**src/rtl/mips_pkg.sv**
```systemverilog
// Shared definitions for the fetch sequencer and the main control decoder:
// jump encodings, fetch FSM states and the reset PC.
package mips_pkg;

    localparam logic [31:0] RESET_PC_DEFAULT = 32'h0000_0000;

    localparam logic [1:0] JUMP_SEQ  = 2'b00;
    localparam logic [1:0] JUMP_J    = 2'b01;
    localparam logic [1:0] JUMP_JR   = 2'b10;
    localparam logic [1:0] JUMP_RSVD = 2'b11;

    typedef enum logic [1:0] {
        ST_IDLE  = 2'd0,
        ST_FETCH = 2'd1,
        ST_HOLD  = 2'd2
    } fetch_state_e;

    // Word offset of a branch immediate, sign-extended to 32 bits.
    function automatic logic [31:0] branch_offset(input logic [15:0] imm);
        return {{14{imm[15]}}, imm, 2'b00};
    endfunction

endpackage

```
**src/rtl/next_pc_calc.sv**
```systemverilog
// Next program counter selection: J-format, register jump, taken branch, sequential.
// Purely combinational; jump has priority over branch.
module next_pc_calc
    import mips_pkg::*;
(
    input  logic [31:0] pc_plus4,
    input  logic [31:0] instr,
    input  logic        branch,
    input  logic        zero,
    input  logic [1:0]  jump,
    input  logic [31:0] jr_addr,
    output logic [31:0] next_pc
);

    logic unused_bits;
    assign unused_bits = ^{instr[31:26], jr_addr[1:0]};

    always_comb begin
        next_pc = pc_plus4;
        case (jump)
            JUMP_J:  next_pc = {pc_plus4[31:28], instr[25:0], 2'b00};
            JUMP_JR: next_pc = {jr_addr[31:2], 2'b00};
            JUMP_SEQ, JUMP_RSVD: begin
                if (branch && zero) begin
                    next_pc = pc_plus4 + branch_offset(instr[15:0]);
                end
            end
            default: next_pc = pc_plus4;
        endcase
    end

endmodule

```
**src/rtl/instr_fetch_unit.sv**
```systemverilog
// Multi-cycle instruction fetch sequencer: owns the PC, handshakes with
// instruction memory and holds each instruction until the datapath retires it.
//
//   state    | meaning
//   ---------+-----------------------------------------------------------
//   ST_IDLE  | one-cycle pause after reset, no request outstanding
//   ST_FETCH | imem_req high at pc, waiting for imem_ready
//   ST_HOLD  | instr valid and held, waiting for advance
module instr_fetch_unit
    import mips_pkg::*;
#(
    parameter logic [31:0] RESET_PC = RESET_PC_DEFAULT
)(
    input  logic        clk,
    input  logic        reset,
    output logic        imem_req,
    output logic [31:0] imem_addr,
    input  logic        imem_ready,
    input  logic [31:0] imem_rdata,
    output logic [31:0] instr,
    output logic        instr_valid,
    output logic [31:0] pc_plus4,
    input  logic        advance,
    input  logic        branch,
    input  logic        zero,
    input  logic [1:0]  jump,
    input  logic [31:0] jr_addr,
    output logic [31:0] fetch_count
);

    localparam logic [31:0] RESET_PC_ALIGNED = {RESET_PC[31:2], 2'b00};

    fetch_state_e state_q, state_d;
    logic [31:0]  pc_q, pc_d;
    logic [31:0]  instr_q, instr_d;
    logic         instr_valid_q, instr_valid_d;
    logic         imem_req_q, imem_req_d;
    logic [31:0]  fetch_count_q, fetch_count_d;
    logic [31:0]  next_pc;

    assign pc_plus4 = pc_q + 32'd4;

    next_pc_calc u_next_pc_calc (
        .pc_plus4 (pc_plus4),
        .instr    (instr_q),
        .branch   (branch),
        .zero     (zero),
        .jump     (jump),
        .jr_addr  (jr_addr),
        .next_pc  (next_pc)
    );

    always_comb begin
        state_d       = state_q;
        pc_d          = pc_q;
        instr_d       = instr_q;
        instr_valid_d = instr_valid_q;
        fetch_count_d = fetch_count_q;
        case (state_q)
            ST_IDLE: state_d = ST_FETCH;
            ST_FETCH: begin
                if (imem_ready) begin
                    instr_d       = imem_rdata;
                    instr_valid_d = 1'b1;
                    state_d       = ST_HOLD;
                end
            end
            ST_HOLD: begin
                if (advance) begin
                    instr_valid_d = 1'b0;
                    pc_d          = next_pc;
                    fetch_count_d = fetch_count_q + 32'd1;
                    state_d       = ST_FETCH;
                end
            end
            default: state_d = ST_IDLE;
        endcase
        // Request is registered, so it follows the state being entered.
        imem_req_d = (state_d == ST_FETCH);
    end

    always_ff @(posedge clk) begin
        if (reset) begin
            state_q       <= ST_IDLE;
            pc_q          <= RESET_PC_ALIGNED;
            instr_q       <= 32'd0;
            instr_valid_q <= 1'b0;
            imem_req_q    <= 1'b0;
            fetch_count_q <= 32'd0;
        end else begin
            state_q       <= state_d;
            pc_q          <= pc_d;
            instr_q       <= instr_d;
            instr_valid_q <= instr_valid_d;
            imem_req_q    <= imem_req_d;
            fetch_count_q <= fetch_count_d;
        end
    end

    assign imem_req    = imem_req_q;
    assign imem_addr   = pc_q;
    assign instr       = instr_q;
    assign instr_valid = instr_valid_q;
    assign fetch_count = fetch_count_q;

endmodule
```
**config.mk**
```make
export PLATFORM = sky130hd
export DESIGN_NAME = instr_fetch_unit
export DESIGN_NICKNAME = d
export VERILOG_FILES = /design/src/rtl/mips_pkg.sv /design/src/rtl/next_pc_calc.sv /design/src/rtl/instr_fetch_unit.sv
export SDC_FILE = /design/constraint.sdc
export NUM_CORES = 1
export LEC_CHECK = 0
export BUFFER_PORTS_ARGS = -buffer_cell sky130_fd_sc_hd__buf_2
export CAP_MARGIN = 10
export CELL_PAD_IN_SITES_DETAIL_PLACEMENT = 1
export CELL_PAD_IN_SITES_GLOBAL_PLACEMENT = 1
export CORE_UTILIZATION = 37
export DETAILED_ROUTE_END_ITERATION = 16
export PLACE_DENSITY_LB_ADDON = 0.1
export SLEW_MARGIN = 20
export SYNTH_ARGS = -nofsm -noshare
export SYNTH_HDL_FRONTEND = slang
export SYNTH_SLANG_ARGS = --single-unit
```
**constraint.sdc**
```tcl
create_clock -name clk -period 5 [get_ports clk]
set_input_delay 1 -clock clk [delete_from_list [all_inputs] [get_ports clk]]
set_output_delay 1 -clock clk [all_outputs]
set_load 0.02 [all_outputs]
```
After elaboration in Yosys (flattened, before gate mapping)
Index checks and enable logic that the tools add are counted.
- register bits after elaboration: 100
- input port bits: 72
- output and inout port bits: 130
- $add $sub $neg: 3
- equal/unequal tests: 8
- multiplexer cells: 8
- reduce and logical (&&, ||, !) cells: 8
- operators with widths (kind ; count):
    32-bit one-hot mux with 3 select lines ; 1
    32-bit by 1-bit adder with 32-bit output, second input constant ; 1
    32-bit by 3-bit adder with 32-bit output, second input constant ; 1
    32-bit adder ; 1
    32-bit two-way mux ; 1
    2-bit by 1-bit equality test with 1-bit output, second input constant ; 3
    2-bit equality test, second input constant ; 3
    2-bit one-hot mux with 3 select lines ; 1
    2-bit zero test ; 2
    2-bit two-way mux ; 2
    2-bit inequality test, second input constant ; 2
    2-bit AND reduction ; 2
    3-bit AND reduction ; 1
    1-bit two-way mux ; 2
    1-bit one-hot mux with 2 select lines ; 1
    2-bit nonzero test ; 1
    2-bit OR reduction ; 1
    1-bit logical AND ; 1

Logic depth before layout (Yosys ltp)
Gate-level depths: netlist of run 1.
- word-level depth: 4
- gate-level depth with buffers: 16
- mapped depth without buffers: 15

By module
Synthesis of run 1 repeated with hierarchy kept, for this count alone.
- cells, all modules: 932
- area total of the unflattened synthesis: 6900.4 sq um
- by module, submodules not included (module ; times used ; cells an instance ; area an instance (sq um) ; sequential area each (sq um)):
    instr_fetch_unit ; 1 ; 560 ; 4416.7 ; 2001.9
    next_pc_calc ; 1 ; 372 ; 2483.6 ; 0.0

Worst setup path before layout of run 1
No wires, ideal clock.
- path type: register -> register
- start: register pc_q[2] (netlist: imem_addr[2])
- end: register pc_q[31] (netlist: imem_addr[31])
- data arrival time: 4.094 ns
- data required time: 4.909 ns
- path slack: 0.815 ns
- stages on the path, launching flop included: 16
- buffers on the path: 0
- period minus slack after synthesis: 4.185 ns
- cell sequence: dfxtp_1 -> ha_1 -> and3_1 -> nand4_1 -> nor2_1 -> nand4_1 -> xnor2_1 -> ha_1 -> a21oi_1 -> o21bai_1 -> a211oi_1 -> o21ai_0 -> a21o_1 -> or4_4 -> a211o_1 -> a311oi_1
- longest elaborated chain between the ends: 4
- RTL lines (element ; RTL line ; source):
    from (decl) ; instr_fetch_unit.sv:34 ; logic [31:0] pc_q, pc_d;
    from (signal assigned) ; instr_fetch_unit.sv:92 ; pc_q <= pc_d;
    32-bit by 3-bit adder with 32-bit output ; instr_fetch_unit.sv:41 ; assign pc_plus4 = pc_q + 32'd4;
    named net pc_plus4[24] ; instr_fetch_unit.sv:22 ; output logic [31:0] pc_plus4,
    32-bit adder ; next_pc_calc.sv:25 ; next_pc = pc_plus4 + branch_offset(instr[15:0]);
    32-bit two-way mux ; next_pc_calc.sv:24 ; if (branch && zero) begin
    32-bit one-hot mux with 3 select lines ; next_pc_calc.sv:20 ; case (jump)
The timed path passes the listed nets, and every way through them passes these cells.
A chain may end at the register's enable or synchronous reset.

Worst setup path after layout of run 1
- start: register pc_q[2] (netlist: imem_addr[2])
- end: register pc_q[29] (netlist: imem_addr[29])
- longest elaborated chain between the ends: 4
- RTL lines (element ; RTL line):
    32-bit by 3-bit adder with 32-bit output (*) ; instr_fetch_unit.sv:41
    32-bit adder ; next_pc_calc.sv:25
    32-bit two-way mux ; next_pc_calc.sv:24
    32-bit one-hot mux with 3 select lines (*) ; next_pc_calc.sv:20
Mark *: on every way between the ends. The rest lies on a longest branch, timed or not.

==> results of run 1 <==
==> final timing paths <==
check | startpoint | endpoint | slack [ns]
min reg2reg | instr[27] | instr[27] | 0.46
max | imem_addr[2] | imem_addr[29] | 0.66
min | instr[27] | instr[27] | 0.46
max reg2reg | imem_addr[2] | imem_addr[29] | 0.66
==> power groups by stage <==
stage	combinational (mW)	clock [mW]	sequential [mW]
2_1_floorplan	0.149	0	0.857
3_3_place_gp	0.273	0	0.842
3_5_place_dp	0.277	0	0.843
4_1_cts	0.278	0.727	0.824
5_1_grt	0.303	0.752	0.828
6_report	0.277	0.712	0.824
==> Yosys cell counts, types with 3 or more instances <==
library cell | count | share of area [%]
nand2_1 | 134 | 7.6
nor2_1 | 83 | 4.7
ha_1 | 37 | 7.0
a211o_1 | 4 | 0.53
inv_1 | 20 | 1.1
a21oi_1 | 91 | 6.9
and3_1 | 13 | 1.2
dfxtp_1 | 98 | 30
a2111oi_0 | 3 | 0.40
nor2b_1 | 7 | 0.66
nand2b_1 | 4 | 0.38
nor3_1 | 22 | 1.7
nand3_1 | 38 | 2.9
and2_1 | 6 | 0.57
o41ai_1 | 4 | 0.53
clkbuf_1 | 34 | 1.9
o211ai_1 | 11 | 1.3
or3_1 | 9 | 0.85
and3b_1 | 3 | 0.40
buf_4 | 4 | 0.45
nand3b_1 | 6 | 0.68
xnor2_1 | 42 | 5.6
o21a_1 | 3 | 0.34
a21o_1 | 11 | 1.3
nor4_1 | 5 | 0.47
a31oi_1 | 7 | 0.66
nand4_1 | 15 | 1.4
xor2_1 | 31 | 4.1
buf_1 | 9 | 0.51
a211oi_1 | 6 | 0.68
a221oi_1 | 12 | 1.6
a221o_1 | 10 | 1.5
and4_1 | 5 | 0.66
o21ai_0 | 47 | 3.6
==> kinds of logic (layout without fill, tap and decap cells) <==
logic type	Yosys count	in the layout
adders and majority gates	38	38
and+or+nand+nor	356	356
other	1	5
AOI/OAI and AO/OA	240	240
DFF	98	98
xor gates and xnor gates	73	73
muxes	2	2
buffers and inverters	69	252
==> critical path, stage by stage, from the launching register on <==
cell and delay [ns]:
dfxtp_1 0.46, ha_1 0.25, and3_1 0.26, nand4_1 0.25, nor2_1 0.19, xor2_1 0.32, ha_1 0.34, a221oi_1 0.47
and3b_1 0.25, a221o_1 0.32, a21oi_1 0.13, o21ai_0 0.26, a31oi_1 0.29, mux2_2 0.35, o21ai_0 0.14
==> metal layers <==
metal	GRT usage, %	routed length (µm)	up-vias	share of wire, %
li1	-	-	3511	-
met1	35.3	11200	3453	46
met2	44.0	11200	185	46
met3	4.86	1310	36	5.4
met4	9.18	504	6	2.1
met5	0	37	-	0.15
==> layout make-up <==
class,instances,area (µm²),share of cell area (%)
sequential,98,1960,24.2
clock buffer,9,225,2.78
inverter,22,82.6,1.02
multi-input combinational,713,4380,54.0
timing repair buffer,214,1120,13.8
clock inverter,7,60.1,0.740
antenna,1,2.50,0.0308
tap,225,282,3.47
==> flip-flops by register name, summed over array words and instances (netlist names) <==
register and flops:
fetch_count 32, imem_addr 30, imem_req 1, instr 32, instr_valid 1, state_q 2
==> per-stage QoR <==
stage	cells	utilization, %	power, mW	cell area [µm²]
floorplan	880	-	1.01	6610
global placement	1272	45.1	1.12	7830
detailed placement	1272	45.1	1.12	7830
CTS	1288	46.7	1.83	8110
global route	1288	46.7	1.88	8110
finish	1289	46.7	1.81	8110
==> summary.log, run 1 <==
qor: run_status.status finished clean
qor: pwr.power_density 223 nW/µm²
qor: cts.cts_tree done
qor: setup_path.setup.worst_path.class flop to flop
qor: grt.gr-total-overflow 0
qor: place.io_buffer_count 195
qor: grt.wire_length_of_the_first_global_routing_pass 38.4 mm
qor: die.io_pins 202
qor: pwr.switching_share 31.3%
qor: die.die_h 136 µm
qor: grt.largest_net_degree_at_the_start_of_global_routing 52
qor: route.detail_route.first_pass.iterations 5
qor: timing.setup_tns 0 ns
qor: pwr.power_report.internal_total 1.24 mW
qor: cts.cts-root-to-sink-buffers 2
qor: route.dr.first_iter.drc_count 383
qor: worst_hold_path.tightest_hold_check_type flop to flop
qor: pwr.p_switching 568 µW
qor: pwr.combPwrFrac 15.3%
qor: cts.path_clk_slew 0.08 ns
qor: timing.final-max-slew-violation-count 0
qor: finish.post_route_cells_drive_above_1_share 22.8%
qor: finish.area_growth_syn_to_layout 22.9%
qor: synth.synth-simple-area-share 25.1%
qor: flow_run.drv_cap 0
qor: synth.synth_area 6600 µm²
qor: cts.clock_tree.htree_level_count 3
qor: die.initial_utilization 38.0%
qor: route.via_count_of_the_routed_design 7191
qor: setup_path.cp-start-kind flop
qor: pwr.seq_power_share 45.5%
qor: place.detailedPlacementHpwl 18.4 mm
qor: grt.vias_in_the_first_global_route 7058
qor: setup_path.worstPathRequired 5.30 ns
qor: timing.pin_slew_with_the_least_headroom_to_its_limit 0.918 ns
qor: synth.postSynth.asyncResetShare 0%
qor: setup_path.endpoint_kind flop
qor: die.rows 48
qor: route.drt.antenna.violating_nets 0
qor: synth.synth_compound_area_share 23.7%
qor: grt.gr-usage-all-layers 26.9%
qor: synth.postSynthCellCount 877
qor: pwr.power.share.clock 39.3%
qor: synth.syn_avg_cell_area 7.53 µm²
qor: finish.mostFrequentLayoutCell buf_2
qor: timing.fmax 230 MHz
qor: timing.grt_setup_unrepaired no
qor: cts.cts_resized 0
qor: pwr.power_leakage 3.68 nW
qor: synth.yosys-mux-area-fraction 0.341%
qor: die.core_area 17400 µm²
qor: cts.insertion_delay 0.37 ns
qor: place.place_ws 0.669 ns
qor: cts.clock_root_buffer_master clkbuf_16
qor: synth.synth-xor-area-share 9.68%
qor: timing.setup_slack_of_the_critical_path_after_layout 0.657 ns
qor: die.die_width 136 µm
qor: synth.main_combinational_cell_family_by_area_after_synthesis simple AND/OR/NAND/NOR gates
qor: route.postRouteWirelength 24.3 mm
qor: finish.layout.filler_cells 2248
qor: synth.top_flip_flop_cell_by_instance_count_after_synthesis dfxtp_1
qor: route.routedWlPerCell 18.8 µm
qor: setup_path.critical_path_arrival 4.64 ns
qor: pwr.worst_ir_drop_vdd 0.178 mV
qor: synth.yosys_register_bits 98
qor: setup_path.ff2ff_path_depth 14
qor: synth.ys_warn_count 0
qor: synth.synth_enable_flop_cells 0
qor: finish.most-common-layout-cells buf_2, nand2_1, dfxtp_1
qor: setup_path.worstPathMaxFanout 7
qor: worst_hold_path.hold_path_depth 2
qor: timing.clock-skew-final 0.00638 ns
qor: grt.grt_antenna_before_repair 4
qor: timing.hold_slack 0.456 ns
qor: place.gpl.final_weighted_congestion 0.868
qor: cts.clock_sinks 98
qor: cts.postCtsSetupBuffers 0
qor: timing.fin_crit_sh 86.9%
qor: timing.finalWorstPathRequiredPeriod 4.34 ns
qor: finish.number_of_nets_in_the_layout 1168
qor: synth.post_synth_fa_ha_maj_area_fraction 7.31%
qor: route.route.detailed.drc 0
qor: timing.hold_viol 0
qor: cts.cts.hold.buffers_added 0
qor: synth.yosys.cell_types.count 67
qor: timing.report.final.setup_viol 0
qor: timing.maxSlewHeadroom 38.7%
qor: cts.cts_buffers 9
qor: synth.seq_area_frac_synth 29.7%
qor: route.viasPerCell 5.58
qor: die.fp.dieArea 18400 µm²
(Power assumes the default switching activity.)
==> run 2, diff against run 1 <==
--- a/config.mk
+++ b/config.mk
@@ -5,13 +5,14 @@
 export SDC_FILE = /design/constraint.sdc
 export NUM_CORES = 1
 export LEC_CHECK = 0
+export ABC_CLOCK_PERIOD_IN_PS = 5000
 export BUFFER_PORTS_ARGS = -buffer_cell sky130_fd_sc_hd__buf_2
 export CAP_MARGIN = 10
 export CELL_PAD_IN_SITES_DETAIL_PLACEMENT = 1
 export CELL_PAD_IN_SITES_GLOBAL_PLACEMENT = 1
 export CORE_UTILIZATION = 37
 export DETAILED_ROUTE_END_ITERATION = 16
-export PLACE_DENSITY_LB_ADDON = 0.1
+export PLACE_DENSITY_LB_ADDON = 0.25
 export SLEW_MARGIN = 20
 export SYNTH_ARGS = -nofsm -noshare
 export SYNTH_HDL_FRONTEND = slang
==> run 2 against run 1 <==
Sequential share of layout area is 0.056 points lower. Critical path depth is 1 higher. Combinational power hardly changed. Register-to-register slack worse by 0.13 ns. Die area stayed put. Power is 2.2% higher. Sequential cell count stayed put. Worst hold slack worse by 0.0036 ns.
==> summary.log, run 2 (synthesis gave the netlist of run 1 again) <==
qor: grt.use_met3 4.26% [was 4.86%]
qor: place.io_buffer_count 195 [unchanged]
qor: grt.gr-usage-all-layers 27.1% [was 26.9%]
qor: timing.hold_slack 0.452 ns [was 0.456 ns]
qor: cts.cts-root-to-sink-buffers 2 [unchanged]
qor: flow_run.drv_cap 0 [unchanged]
qor: cts.path_clk_slew 0.08 ns [about the same]
qor: grt.top_usage_layer met2 [unchanged]
qor: die.rows 48 [unchanged]
qor: setup_path.setup.worst_path.class flop to flop [unchanged]
qor: cts.insertion_delay 0.36 ns [was 0.37 ns]
qor: timing.fmax 224 MHz [was 230 MHz]
qor: finish.post-route-cell-area 8130 µm² [was 8110 µm²]
qor: route.routedWlPerCell 19.4 µm [was 18.8 µm]
qor: cts.cts_buffers 9 [unchanged]
qor: finish.post_route_cells_drive_above_1_share 22.6% [was 22.8%]
qor: timing.report.final.setup_viol 0 [unchanged]
qor: worst_hold_path.tightest_hold_check_type flop to flop [unchanged]
qor: die.io_pins 202 [unchanged]
qor: place.postPlaceCellArea 7820 µm² [was 7830 µm²]
qor: setup_path.critical_path_arrival 4.74 ns [was 4.64 ns]
qor: timing.setup_slack_of_the_critical_path_after_layout 0.531 ns [was 0.657 ns]
qor: timing.fin_crit_sh 89.4% [was 86.9%]
qor: setup_path.worstPathRequired 5.27 ns [was 5.30 ns]
qor: pwr.worst_ir_drop_vdd 0.216 mV [was 0.178 mV]
qor: die.die_width 136 µm [unchanged]
qor: grt.m2_gr_usage 42.5% [was 44.0%]
qor: setup_path.slowest_stage nor2_1 [was a221oi_1]
qor: run_status.status finished clean [unchanged]
qor: cts.clock_sinks 98 [unchanged]
qor: pwr.power_leakage 3.69 nW [was 3.68 nW]
qor: grt.grt_antenna_before_repair 4 [unchanged]
qor: cts.cts_resized 0 [unchanged]
qor: route.detail_route.first_pass.iterations 4 [was 5]
qor: route.viasPerCell 5.63 [was 5.58]
qor: place.gpl.final_weighted_congestion 0.884 [was 0.868]
qor: cts.cts_tree done [unchanged]
qor: finish.number_of_nets_in_the_layout 1167 [was 1168]
qor: timing.final-max-slew-violation-count 0 [unchanged]
qor: setup_path.cp-start-kind flop [unchanged]
qor: cts.clock_root_buffer_master clkbuf_16 [unchanged]
qor: place.detailedPlacementHpwl 18.8 mm [was 18.4 mm]
qor: finish.mostFrequentLayoutCell buf_2 [unchanged]
qor: finish.layout.filler_cells 2228 [was 2248]
qor: route.postRouteWirelength 25.1 mm [was 24.3 mm]
qor: route.drt.antenna.violating_nets 0 [unchanged]
qor: timing.pin_slew_with_the_least_headroom_to_its_limit 0.898 ns [was 0.918 ns]
qor: timing.setup_tns 0 ns [unchanged]
qor: timing.grt_setup_unrepaired no [unchanged]
qor: setup_path.endpoint_kind flop [unchanged]
qor: route.dr.first_iter.drc_count 329 [was 383]
qor: grt.gr-total-overflow 0 [unchanged]
qor: setup_path.timing.critical_path.max_delay_family simple AND/OR/NAND/NOR gates [was compound AO/OA/AOI/OAI gates]
qor: timing.maxSlewHeadroom 39.9% [was 38.7%]
qor: finish.most-common-layout-cells buf_2, nand2_1, dfxtp_1 [unchanged]
qor: setup_path.worstPathMaxFanout 7 [unchanged]
qor: die.fp.dieArea 18400 µm² [unchanged]
qor: route.via_count_of_the_routed_design 7271 [was 7191]
qor: die.die_h 136 µm [unchanged]
qor: setup_path.cp_cell_sequence ha_1, and3_1, nand4_1, nor2_1, nand4_1, xnor2_1, ha_1, a21oi_1, o21bai_1, a211oi_1, o21ai_0, a21o_1, or4_4, a211o_1, a311oi_1 [was ha_1, and3_1, nand4_1, nor2_1, xor2_1, ha_1, a221oi_1, and3b_1, a221o_1, a21oi_1, o21ai_0, a31oi_1, mux2_2, o21ai_0]
qor: die.core_area 17400 µm² [unchanged]
qor: timing.clock-skew-final 0.00891 ns [was 0.00638 ns]
qor: place.place_ws 0.579 ns [was 0.669 ns]
qor: route.route.detailed.drc 0 [unchanged]
qor: pwr.power_density 228 nW/µm² [was 223 nW/µm²]
qor: grt.vias_in_the_first_global_route 7060 [was 7058]
qor: finish.area_growth_syn_to_layout 23.2% [was 22.9%]
qor: cts.postCtsSetupBuffers 0 [unchanged]
qor: grt.gr-usage-met1 37.2% [was 35.3%]
qor: setup_path.critPathBufInv 0 [unchanged]
qor: grt.largest_net_degree_at_the_start_of_global_routing 54 [was 52]
qor: grt.wire_length_of_the_first_global_routing_pass 38.5 mm [was 38.4 mm]
qor: timing.finalWorstPathRequiredPeriod 4.47 ns [was 4.34 ns]
qor: timing.hold_viol 0 [unchanged]
qor: cts.clock_tree.htree_level_count 3 [unchanged]
qor: die.initial_utilization 38.0% [unchanged]
qor: cts.cts.hold.buffers_added 0 [unchanged]
qor: setup_path.slowest_stage_delay_cp 0.48 ns [was 0.47 ns]
## run 2: layer usage
metal / vias to the layer above / wire length (µm)
li1: 3514 / -
met3: 36 / 1450
met4: 0 / 622
met1: 3482 / 11700
met2: 239 / 11200
met5: - / 0
## run 2: worst paths after layout
kind,from,to,slack [ns],depth (start not counted)
setup / recovery,imem_addr[2],imem_addr[31],0.53,15
hold / removal,instr[29],instr[29],0.45,2
setup reg to reg,imem_addr[2],imem_addr[31],0.53,15
hold reg to reg,instr[29],instr[29],0.45,2
## run 2: metrics by stage
| stage | cells | util [%] | total power, mW |
|---|---|---|---|
| after floorplan | 880 | - | 1.01 |
| after global placement | 1271 | 45.0 | 1.12 |
| after detailed placement | 1271 | 45.0 | 1.12 |
| after CTS | 1287 | 46.8 | 1.86 |
| after global routing | 1289 | 46.8 | 1.92 |
| final | 1291 | 46.8 | 1.85 |
## run 2: layout make-up
class	instances	area, µm²	area share (%)
antenna	4	10.0	0.123
clock buffer	10	229	2.82
clock inverter	6	75.1	0.923
inverter	22	82.6	1.02
multi-input combinational	713	4380	53.8
sequential	98	1960	24.1
tap	225	282	3.46
timing repair buffer	213	1110	13.7
## run 2: worst min-delay path: stages, from the launching register on
cell and delay (ns):
dfxtp_1 0.31, nand2_1 0.05, a21oi_1 0.05
## run 2: report_power, final
part	internal, mW	switching [mW]
combinational	0.0972	0.181
clock	0.398	0.352
sequential	0.799	0.0271
